===== src/rtl/barrel_sched_pkg.sv =====
// Shared types for the barrel thread scheduler: FSM states and the default thread index type.
// Purely declarative; no logic lives here.
package barrel_sched_pkg;

  localparam int DEF_NUM_THREADS = 16;
  localparam int TID_W           = $clog2(DEF_NUM_THREADS);
  localparam int BOOT_CNT_W      = 8;

  typedef logic [TID_W-1:0] tid_t;

  typedef enum logic [1:0] {
    BOOT = 2'd0,
    RUN  = 2'd1
  } sched_state_e;

endpackage


===== src/rtl/rr_next_eligible.sv =====
// Combinational circular priority finder: first set bit of eligible after start, wrapping back to start.
// Zero latency; found is low when the mask is empty.
module rr_next_eligible #(
  parameter int N = 16,
  parameter int W = $clog2(N)
) (
  input  logic [N-1:0] eligible,
  input  logic [W-1:0] start,
  output logic         found,
  output logic [W-1:0] index
);

  logic [W-1:0] cand;

  // Offset N wraps to start itself, so the current thread is the last candidate.
  always_comb begin
    found = 1'b0;
    index = '0;
    cand  = '0;
    for (int i = 1; i <= N; i++) begin
      cand = start + W'(i);
      if (!found && eligible[cand]) begin
        found = 1'b1;
        index = cand;
      end
    end
  end

endmodule


===== src/rtl/barrel_thread_scheduler.sv =====
// Picks the thread issuing into the barrel pipeline each cycle, with per-thread blocking.
// Issue outputs are registered one edge after the decision; i_stall freezes issue state only.
module barrel_thread_scheduler
  import barrel_sched_pkg::*;
#(
  parameter logic [31:0] ID            = 32'h0,
  parameter int          NUM_THREADS   = 16,
  parameter bit          STRICT_BARREL = 1'b1,
  parameter int          BOOT_CYCLES   = 4
) (
  input  logic                           clk,
  input  logic                           reset,
  input  logic [NUM_THREADS-1:0]         i_thread_enable,
  input  logic                           i_stall,
  input  logic                           i_block_valid,
  input  logic [$clog2(NUM_THREADS)-1:0] i_block_index,
  input  logic                           i_wake_valid,
  input  logic [$clog2(NUM_THREADS)-1:0] i_wake_index,
  output logic                           o_issue_valid,
  output logic [$clog2(NUM_THREADS)-1:0] o_thread_index,
  output logic [31:0]                    o_hartid,
  output logic [NUM_THREADS-1:0]         o_blocked_mask,
  output logic                           o_idle
);

  localparam int IDX_W = $clog2(NUM_THREADS);

  sched_state_e           state;
  logic [BOOT_CNT_W-1:0]  boot_cnt;
  logic [IDX_W-1:0]       ptr;
  logic [NUM_THREADS-1:0] blocked;
  logic [NUM_THREADS-1:0] block_hot;
  logic [NUM_THREADS-1:0] wake_hot;
  logic [NUM_THREADS-1:0] eligible;
  logic [IDX_W-1:0]       sel_idx;
  logic                   sel_vld;
  logic                   sel_move;

  always_comb begin
    block_hot = '0;
    wake_hot  = '0;
    block_hot[i_block_index] = i_block_valid;
    wake_hot[i_wake_index]   = i_wake_valid;
  end

  // A block landing this cycle already excludes the thread; a wake only counts next cycle.
  assign eligible       = i_thread_enable & ~blocked & ~block_hot;
  assign o_blocked_mask = blocked;

  if (STRICT_BARREL) begin : g_strict
    logic [IDX_W-1:0] nxt;
    assign nxt      = ptr + IDX_W'(1);
    assign sel_idx  = nxt;
    assign sel_vld  = eligible[nxt];
    assign sel_move = 1'b1;
  end else begin : g_skip
    logic             found;
    logic [IDX_W-1:0] first;
    rr_next_eligible #(
      .N (NUM_THREADS),
      .W (IDX_W)
    ) u_find (
      .eligible (eligible),
      .start    (ptr),
      .found    (found),
      .index    (first)
    );
    assign sel_idx  = found ? first : ptr;
    assign sel_vld  = found;
    assign sel_move = found;
  end

  always_ff @(posedge clk or posedge reset) begin
    if (reset) begin
      state          <= BOOT;
      boot_cnt       <= '0;
      ptr            <= IDX_W'(NUM_THREADS - 1);
      blocked        <= '0;
      o_issue_valid  <= 1'b0;
      o_thread_index <= '0;
      o_hartid       <= ID;
      o_idle         <= 1'b1;
    end else begin
      blocked <= (blocked | block_hot) & ~wake_hot;
      case (state)
        BOOT: begin
          o_issue_valid <= 1'b0;
          o_idle        <= 1'b1;
          if (boot_cnt == BOOT_CNT_W'(BOOT_CYCLES)) state <= RUN;
          else boot_cnt <= boot_cnt + 1'b1;
        end
        RUN: begin
          o_idle <= ~|eligible;
          if (!i_stall) begin
            o_issue_valid <= sel_vld;
            if (sel_move) begin
              ptr            <= sel_idx;
              o_thread_index <= sel_idx;
              o_hartid       <= ID + 32'(sel_idx);
            end
          end
        end
        default: begin
          state         <= BOOT;
          boot_cnt      <= '0;
          o_issue_valid <= 1'b0;
          o_idle        <= 1'b1;
        end
      endcase
    end
  end

  always @(posedge clk) begin
    if (!reset && i_block_valid && i_wake_valid)
      assert (i_block_index != i_wake_index)
        else $warning("block and wake on thread %0d in the same cycle; wake wins", i_wake_index);
  end

endmodule


===== config.mk =====
export PLATFORM = sky130hd
export DESIGN_NAME = barrel_thread_scheduler
export DESIGN_NICKNAME = d
export VERILOG_FILES = /design/src/rtl/barrel_sched_pkg.sv /design/src/rtl/rr_next_eligible.sv /design/src/rtl/barrel_thread_scheduler.sv
export SDC_FILE = /design/constraint.sdc
export NUM_CORES = 1
export LEC_CHECK = 0
export CORE_ASPECT_RATIO = 1.5
export CORE_MARGIN = 1
export CORE_UTILIZATION = 43
export CTS_CLUSTER_SIZE = 24
export DETAILED_ROUTE_END_ITERATION = 12
export HOLD_SLACK_MARGIN = 0.08
export PLACE_DENSITY = 0.83
export SLEW_MARGIN = 15
export SYNTH_ARGS = -nofsm -noshare
export SYNTH_HDL_FRONTEND = slang
export SYNTH_SLANG_ARGS = --single-unit

===== constraint.sdc =====
create_clock -name clk -period 2.5 [get_ports clk]
set_input_delay 0.25 -clock clk [delete_from_list [all_inputs] [get_ports clk]]
set_output_delay 0.25 -clock clk [all_outputs]
set_load 0.03 [all_outputs]

# After elaboration in Yosys (flattened, before gate mapping)
# Index checks and enable logic that the tools add are counted.
# word_totals
output_inout_bits	54
word_cells	51
input_bits	29
register_bits	36
# op_classes
n_mux	13
addsub	2
eq_ne	5
magnitude_cmp	5
bitwise_logic	11
n_reduce_logical	8
# ops
cell	count
$and A16 B16 Y16	5
$not A16 Y16	3
$or A16 B16 Y16	1
$pmux W8 S2	1
$reduce_or A16 Y1	1
$lt A4 B5 Y1 const B	3
$add A8 B1 Y8 const B	1
$demux W1 S4	2
$eq A8 B3 Y1 const B	1
$ge A4 B1 Y1 const B	2
$mux W8	1
$mux W1	6
$ne A2 B2 Y1 const B	3
$reduce_and A2 Y1	3
$add A4 B1 Y4 const B	1
$bmux W1 S4	1
$pmux W2 S2	1
$eq A2 B1 Y1 const B	1
$logic_and A1 B1 Y1	2
$logic_not A2 Y1	1
$mux W2	1
$not A1 Y1	2
$logic_not A1 Y1	1

# Depth between registers and ports, before layout
# Gate-level depths: netlist of the first run.
# depth
word_depth	11
depth_mapped	7
ltp_nobuf	7

# Worst setup path before layout of the first run
# Ideal clock, no wire load.
# synth_timing
path_type	register to register
startpoint	register ptr[1]
endpoint	register o_issue_valid
t_required_ps	2401
setup_ps	99
path_slack_ps	571
arrival_ps	1829
stages_incl_launch_ff	7
period_less_slack_ps	1929
n_path_buf	0
path_cell_list	dfstp_2 > ha_1 > nor2b_1 > nand2_1 > o22ai_1 > or4_1 > a311oi_1
# synth_between
elab_chain_len	5
# synth_lines
item	line_no	text
start: declaration	barrel_thread_scheduler.sv:30	logic [IDX_W-1:0] ptr;
start signal: assignment	barrel_thread_scheduler.sv:77	ptr <= IDX_W'(NUM_THREADS - 1);
start signal: assignment	barrel_thread_scheduler.sv:97	ptr <= sel_idx;
$add A4 B1 Y4	barrel_thread_scheduler.sv:52	assign nxt = ptr + IDX_W'(1);
via g_strict.nxt[1]	barrel_thread_scheduler.sv:51	logic [IDX_W-1:0] nxt;
$bmux W1 S4	barrel_thread_scheduler.sv:54	assign sel_vld = eligible[nxt];
$mux W1 (not written as such)	barrel_thread_scheduler.sv:54	
$mux W1	barrel_thread_scheduler.sv:94	if (!i_stall) begin
$mux W1	barrel_thread_scheduler.sv:85	case (state)
end signal: assignment	barrel_thread_scheduler.sv:95	o_issue_valid <= sel_vld;
end: declaration	barrel_thread_scheduler.sv:19	output logic o_issue_valid,
# The timed path passes the listed nets, and every way through them passes these cells. The select of a mux whose other input is x is not followed.
# A chain may end at the register's enable or synchronous reset.

# Final worst setup path of the first run
# layout_timing
startpoint	register ptr[0]
endpoint	register o_issue_valid
# Same word-level chain as after synthesis.

==> results.py, run 1 <==
metrics = {
    "synthesis": {
        "ys_ff_latch": 35,
        "synth_top_area_cell": "dfrtp_1",
        "yosys-top-cells-count": "a21oi_1, buf_4, dfrtp_1",
        "synth_edf_count": 0,
        "synth_most_common_cell": "a21oi_1",
        "synthArstFlopShare": 1.00,
        "ys_seq_area_frac": 0.443,
        "yosys_warnings": 0,
        "netlist.area_leader.share": 0.377,
        "ys_types": 34,
        "avgSynthCellArea_sq_um": 9.30,
        "synth_ff_type": "dfrtp_1",
        "syn_inst": 214,
        "synth_area_sq_um": 1990,
        "yosys-top-cells-area": "dfrtp_1, buf_4, a21oi_1",
    },
    "power_and_ir_drop": {
        "p_int_w": 0.00156,
        "clkPwrFrac": 0.200,
        "p_sw_frac": 0.411,
        "power_density_nw_per_um2": 1030,
        "p_comb_frac": 0.483,
        "ir_drop_v": 0.000681,
        "seq_power_share": 0.317,
        "p_leak_nw": 1.10,
        "p_sw_w": 0.00109,
        "power_w": 0.00265,
    },
    "route": {
        "vias": 1763,
        "drtIter0Drc": 56,
        "drc": 7,
        "routedWlPerCell_microns": 15.1,
        "viasPerCell": 5.54,
        "wl_microns": 4810,
        "ant_nets": 0,
        "firstDrtPassIters": 8,
    },
    "die": {
        "die_area_sq_um": 4910,
        "ios": 83,
        "die_x_microns": 57.6,
        "coreArea_sq_um": 4470,
        "die_h_microns": 85.3,
        "initial_core_util": 0.446,
        "placementRows": 30,
    },
    "clocking": {
        "cts_buffers": 5,
        "cts_sinks": 35,
        "clk_pin_slew_worst_paths_ns": 0.07,
        "htreeDepth": 2,
        "postCtsHoldBufs": 0,
        "clockRootBuffer": "clkbuf_8",
        "clock_tree.buffer_depth": 2,
        "cts_tree": "yes",
        "postCtsSetupRepairBufs": 0,
        "postCtsResizedCells": 0,
        "clk_latency_ns": 0.29,
    },
    "sta": {
        "slew_violations": 0,
        "rsz0062_at_grt": "no",
        "setup_violations": 0,
        "relSlewSlack": 0.579,
        "skew_ns": 0.00528,
        "hold_violations": 0,
        "timing.fmax_mhz": 449,
        "tightest_slew_ns": 0.630,
        "finalSetupTns_ns": 0,
        "fin_crit_sh": 0.890,
        "period_minus_slack_ns": 2.23,
    },
    "placement": {
        "dpl.cell_count": 310,
        "dp_hpwl_microns": 3650,
        "port_buffers": 54,
        "gp_congestion": 0.908,
    },
    "setup_path": {
        "crit_path_max_fanout": 9,
        "cp.required_ns": 2.69,
        "ff2ff_path_depth": 6,
        "critPathKind": "flip-flop to flip-flop",
        "worstPathArrival_ns": 2.41,
        "worstSetupStartpointType": "flip-flop",
        "rr_startpoint": "ptr[0]$_DFFE_PP1P_",
        "rr_endpoint": "o_issue_valid$_DFFE_PP0P_",
        "cp-end-kind": "flip-flop",
        "r2r_slack_ns": 0.27,
    },
    "global_route": {
        "antenna_found_initial": 0,
        "grt.met2_usage": 0.358,
        "grt_pass1_wl_microns": 7780,
        "grt_pass1_vias": 1684,
        "grt-ovfl-total": 0,
        "grt_util_met3": 0.0305,
        "track_usage": 0.209,
        "grt_max_degree": 36,
        "grt.busiest_layer": "met2",
        "met1_usage": 0.239,
    },
    "finish": {
        "fin_nets": 301,
        "stdcell_count": 318,
        "drive_above_1_share": 0.0630,
        "antennaDiodeCount": 0,
        "area_delta_synth_final_pct": 29.0,
    },
    "outcome": {
        "violations": "DRC",
        "status": "complete, but fails checks",
    },
    "flow_run": {
        "maxCapViolCount": 0,
    },
    "worst_hold_path": {
        "min_path_type": "primary input to asynchronous set/reset pin",
    },
}
-- registers in the layout (all words and copies together), names as in the netlist --
| signal | cells |
|---|---|
| boot_cnt | 8 |
| o_blocked_mask | 16 |
| o_hartid | 4 |
| o_idle | 1 |
| o_issue_valid | 1 |
| ptr | 4 |
| state | 1 |
-- metrics by stage --
| stage | cell area, sq um | setup slack, ns | hold WS, ns | util |
|---|---|---|---|---|
| after floorplan | 2090 | 0.571 | 0.350 | - |
| after global placement | 2450 | 0.173 | 0.464 | 0.549 |
| after detailed placement | 2450 | 0.0732 | 0.467 | 0.549 |
| after CTS | 2570 | 0.283 | 0.372 | 0.575 |
| after global routing | 2570 | 0.160 | 0.424 | 0.575 |
| final | 2570 | 0.274 | 0.356 | 0.575 |
-- critical path, cell delays in order (launching register included) --
cell      delay [ns]
dfstp_2         0.62
ha_1            0.31
nor2b_1         0.17
nand2_1         0.09
o22ai_1         0.09
or4_1           0.55
a311oi_1        0.30
-- layout make-up --
cell class                 instances  area [sq um]
clock buffer                       6          82.6
tap                               48          60.1
clock inverter                     2          35.0
timing repair buffer              55           548
inverter                           5          18.8
fill                             410          1900
multi-input combinational        167           942
sequential                        35           882
-- cells by family after synthesis --
| kind of cell | Yosys count | synth area share |
|---|---|---|
| fa+ha+maj | 3 | 0.0189 |
| simple gates | 66 | 0.177 |
| compound gates | 58 | 0.172 |
| other cells | 1 | 0.00188 |
| flops | 35 | 0.443 |
| xor+xnor | 12 | 0.0528 |
| buf+inv | 39 | 0.135 |
-- power by group through the flow --
stage | registers, W | clock network (W) | logic, W
finish | 0.000841 | 0.000529 | 0.00128
global route | 0.000853 | 0.000567 | 0.00137
CTS | 0.000840 | 0.000539 | 0.00127
detailed placement | 0.000845 | 0 | 0.00126
global placement | 0.000844 | 0 | 0.00123
floorplan | 0.00100 | 0 | 0.000728
-- how the worst max path moves through the flow --
| stage | from | end | slack, ns | cells past startpoint |
|---|---|---|---|---|
| 2_1_floorplan | ptr[1]$_DFFE_PP1P_ | o_issue_valid$_DFFE_PP0P_ | 0.57 | 6 |
| 3_3_place_gp | i_block_index[0] | o_issue_valid$_DFFE_PP0P_ | 0.17 | 7 |
| 3_5_place_dp | i_block_index[3] | o_issue_valid$_DFFE_PP0P_ | 0.07 | 7 |
| 4_1_cts | ptr[0]$_DFFE_PP1P_ | o_issue_valid$_DFFE_PP0P_ | 0.28 | 6 |
| 5_1_grt | ptr[0]$_DFFE_PP1P_ | o_issue_valid$_DFFE_PP0P_ | 0.16 | 6 |
| 6_report | ptr[0]$_DFFE_PP1P_ | o_issue_valid$_DFFE_PP0P_ | 0.27 | 6 |
-- cell usage in the layout (no fill, tap or decap), types with 6 or more instances in the layout --
cell | Yosys | layout
a21oi_1 | 35 | 35
nor2_1 | 7 | 7
clkdlybuf4s50_1 | 0 | 54
dfrtp_1 | 30 | 30
and2_1 | 8 | 8
clkbuf_8 | 0 | 6
nor2b_1 | 7 | 7
a31oi_1 | 8 | 8
nand2_1 | 23 | 23
xnor2_1 | 9 | 9
conb_1 | 1 | 28
-- per-layer routing --
metal | vias to the layer above | part of all wire
li1 | 802 | -
met1 | 840 | 0.37
met2 | 95 | 0.51
met3 | 26 | 0.069
met4 | 0 | 0.048
met5 | - | 0
(Power assumes the default switching activity.)
==> run 2: changes to the inputs <==
CORE_MARGIN = 8   (was 1)
==> run 2 against run 1 <==
Effect of this change:
- the flow now finishes without violations
- setup slack lost 0.025 ns
- worst hold slack better by 0.0024 ns
- clock power shrank 25%
- combinational power is essentially flat
- utilization decreased by 1.2 points
- die area increased by 45%
- clock skew grew 0.0014 ns
- maximum frequency decreased by 1.1%
- sequential share of layout area rose by 0.46 points
- total power fell by 5.2%
- first-iteration DRC count rose by 29%
- largest power group unchanged
==> results.py, run 2 (synthesis gave the netlist of run 1 again) <==
metrics = {
    "finish": {
        "fin_nets": 301,
        "final_util": 0.563,
        "layout_commonest_cell": "clkdlybuf4s50_1",
        "drive_above_1_share": 0.0630,
        "final_cell_mix": "clkdlybuf4s50_1, a21oi_1, dfrtp_1, conb_1, nand2_1",
        "area_delta_synth_final_pct": 27.3,
        "antennaDiodeCount": 0,
        "largest_reg_flops": 16,
    },
    "sta": {
        "slew_violations": 0,
        "skew_ns": 0.00673,
        "period_minus_slack_ns": 2.25,
        "fin_crit_sh": 0.900,
        "hold_ws_ns": 0.359,
        "relSlewSlack": 0.576,
        "timing.fmax_mhz": 444,
        "hold_violations": 0,
        "rsz0062_at_grt": "no",
        "fin_ws_ns": 0.250,
        "tightest_slew_ns": 0.635,
        "finalSetupTns_ns": 0,
        "setup_violations": 0,
    },
    "clocking": {
        "clockRootBuffer": "clkbuf_8",
        "postCtsResizedCells": 0,
        "clk_latency_ns": 0.29,
        "cts_tree": "yes",
        "postCtsHoldBufs": 0,
        "htreeDepth": 2,
        "cts_buffers": 5,
        "postCtsSetupRepairBufs": 0,
        "clk_pin_slew_worst_paths_ns": 0.07,
        "clock_tree.buffer_depth": 2,
        "cts_sinks": 35,
    },
    "setup_path": {
        "cpMaxStageDelayCell": "dfstp_2",
        "worstPathArrival_ns": 2.44,
        "critPathKind": "flip-flop to flip-flop",
        "worstSetupStartpointType": "flip-flop",
        "max_stage_delay_ns": 0.62,
        "cp-end-kind": "flip-flop",
        "worstPathCellList": "ha_1, nor2b_1, nand2_1, o22ai_1, or4_1, a311oi_1",
        "crit_path_max_fanout": 9,
        "cp.required_ns": 2.69,
    },
    "die": {
        "die_x_microns": 71.6,
        "initial_core_util": 0.442,
        "coreArea_sq_um": 4500,
        "die_h_microns": 99.3,
        "ios": 83,
        "placementRows": 30,
        "die_area_sq_um": 7110,
    },
    "power_and_ir_drop": {
        "ir_drop_v": 0.000732,
        "power_w": 0.00251,
        "p_leak_nw": 1.08,
        "power_density_nw_per_um2": 991,
    },
    "route": {
        "routedWlPerCell_microns": 16.4,
        "drtIter0Drc": 72,
        "wl_microns": 5220,
        "firstDrtPassIters": 4,
        "vias": 1723,
        "viasPerCell": 5.42,
        "ant_nets": 0,
        "drc": 0,
    },
    "placement": {
        "port_buffers": 54,
        "gp_congestion": 0.940,
        "dp_hpwl_microns": 4200,
        "post-place-ws_ns": 0.0762,
    },
    "flow_run": {
        "maxCapViolCount": 0,
    },
    "global_route": {
        "track_usage": 0.144,
        "grt-ovfl-total": 0,
        "grt_pass1_vias": 1775,
        "grt_pass1_wl_microns": 8160,
        "grt_max_degree": 36,
        "antenna_found_initial": 0,
    },
    "outcome": {
        "status": "finished, final reports clean",
    },
    "worst_hold_path": {
        "min_path_type": "primary input to asynchronous set/reset pin",
    },
}
[run 2: cell types whose count changed in the layout (fill, tap and decap cells not counted)]
cell	previous run	this run
clkbuf_8	6	5
clkinv_2	1	3
bufinv_16	1	0
[run 2: routing by layer]
metal  wire (microns)  global-route usage  part of all wire
met2             2670               0.260              0.51
met3              458              0.0453             0.088
met1             1930               0.141              0.37
met4              161              0.0758             0.031
met5                0                   0                 0
[run 2: critical path, delay by kind of cell (launching register included)]
kind,cells,cell delay [ns]
and+or+nand+nor,3,0.80
DFF,1,0.62
AOI/OAI and AO/OA,2,0.40
adders and majority gates,1,0.32
[run 2: power by group]
group	switching [W]	internal (W)	total, W	leakage [nW]
Combinational	0.000761	0.000515	0.00128	0.621
Clock	0.000209	0.000191	0.000399	0.0477
Sequential	0.000113	0.000724	0.000837	0.416
[run 2: worst paths after layout]
path / startpoint / end / slack [ns] / cells after the start
hold reg to reg: ptr[1]$_DFFE_PP1P_ / ptr[1]$_DFFE_PP1P_ / 0.49 / 2
setup reg to reg: ptr[0]$_DFFE_PP1P_ / o_issue_valid$_DFFE_PP0P_ / 0.25 / 6
setup / recovery: ptr[0]$_DFFE_PP1P_ / o_issue_valid$_DFFE_PP0P_ / 0.25 / 6
max in group asynchronous: reset / ptr[2]$_DFFE_PP1P_ / 1.80 / 3
hold / removal: reset / o_blocked_mask[10]$_DFF_PP0_ / 0.36 / 3
min in group clk: ptr[1]$_DFFE_PP1P_ / ptr[1]$_DFFE_PP1P_ / 0.49 / 2
[run 2: final cells by class]
class | instances | area [sq um]
Clock inverter | 3 | 15.0
Inverter | 5 | 18.8
Clock buffer | 5 | 68.8
Fill cell | 403 | 1970
Sequential cell | 35 | 882
Timing Repair Buffer | 55 | 548
Multi-Input combinational cell | 167 | 942
Tap cell | 48 | 60.1
[run 2: stage by stage]
| step | instance area (sq um) | cells |
|---|---|---|
| 6_report | 2530 | 318 |
| 5_1_grt | 2530 | 318 |
| 4_1_cts | 2530 | 318 |
| 3_5_place_dp | 2450 | 310 |
| 3_3_place_gp | 2450 | 310 |
| 2_1_floorplan | 2090 | 241 |
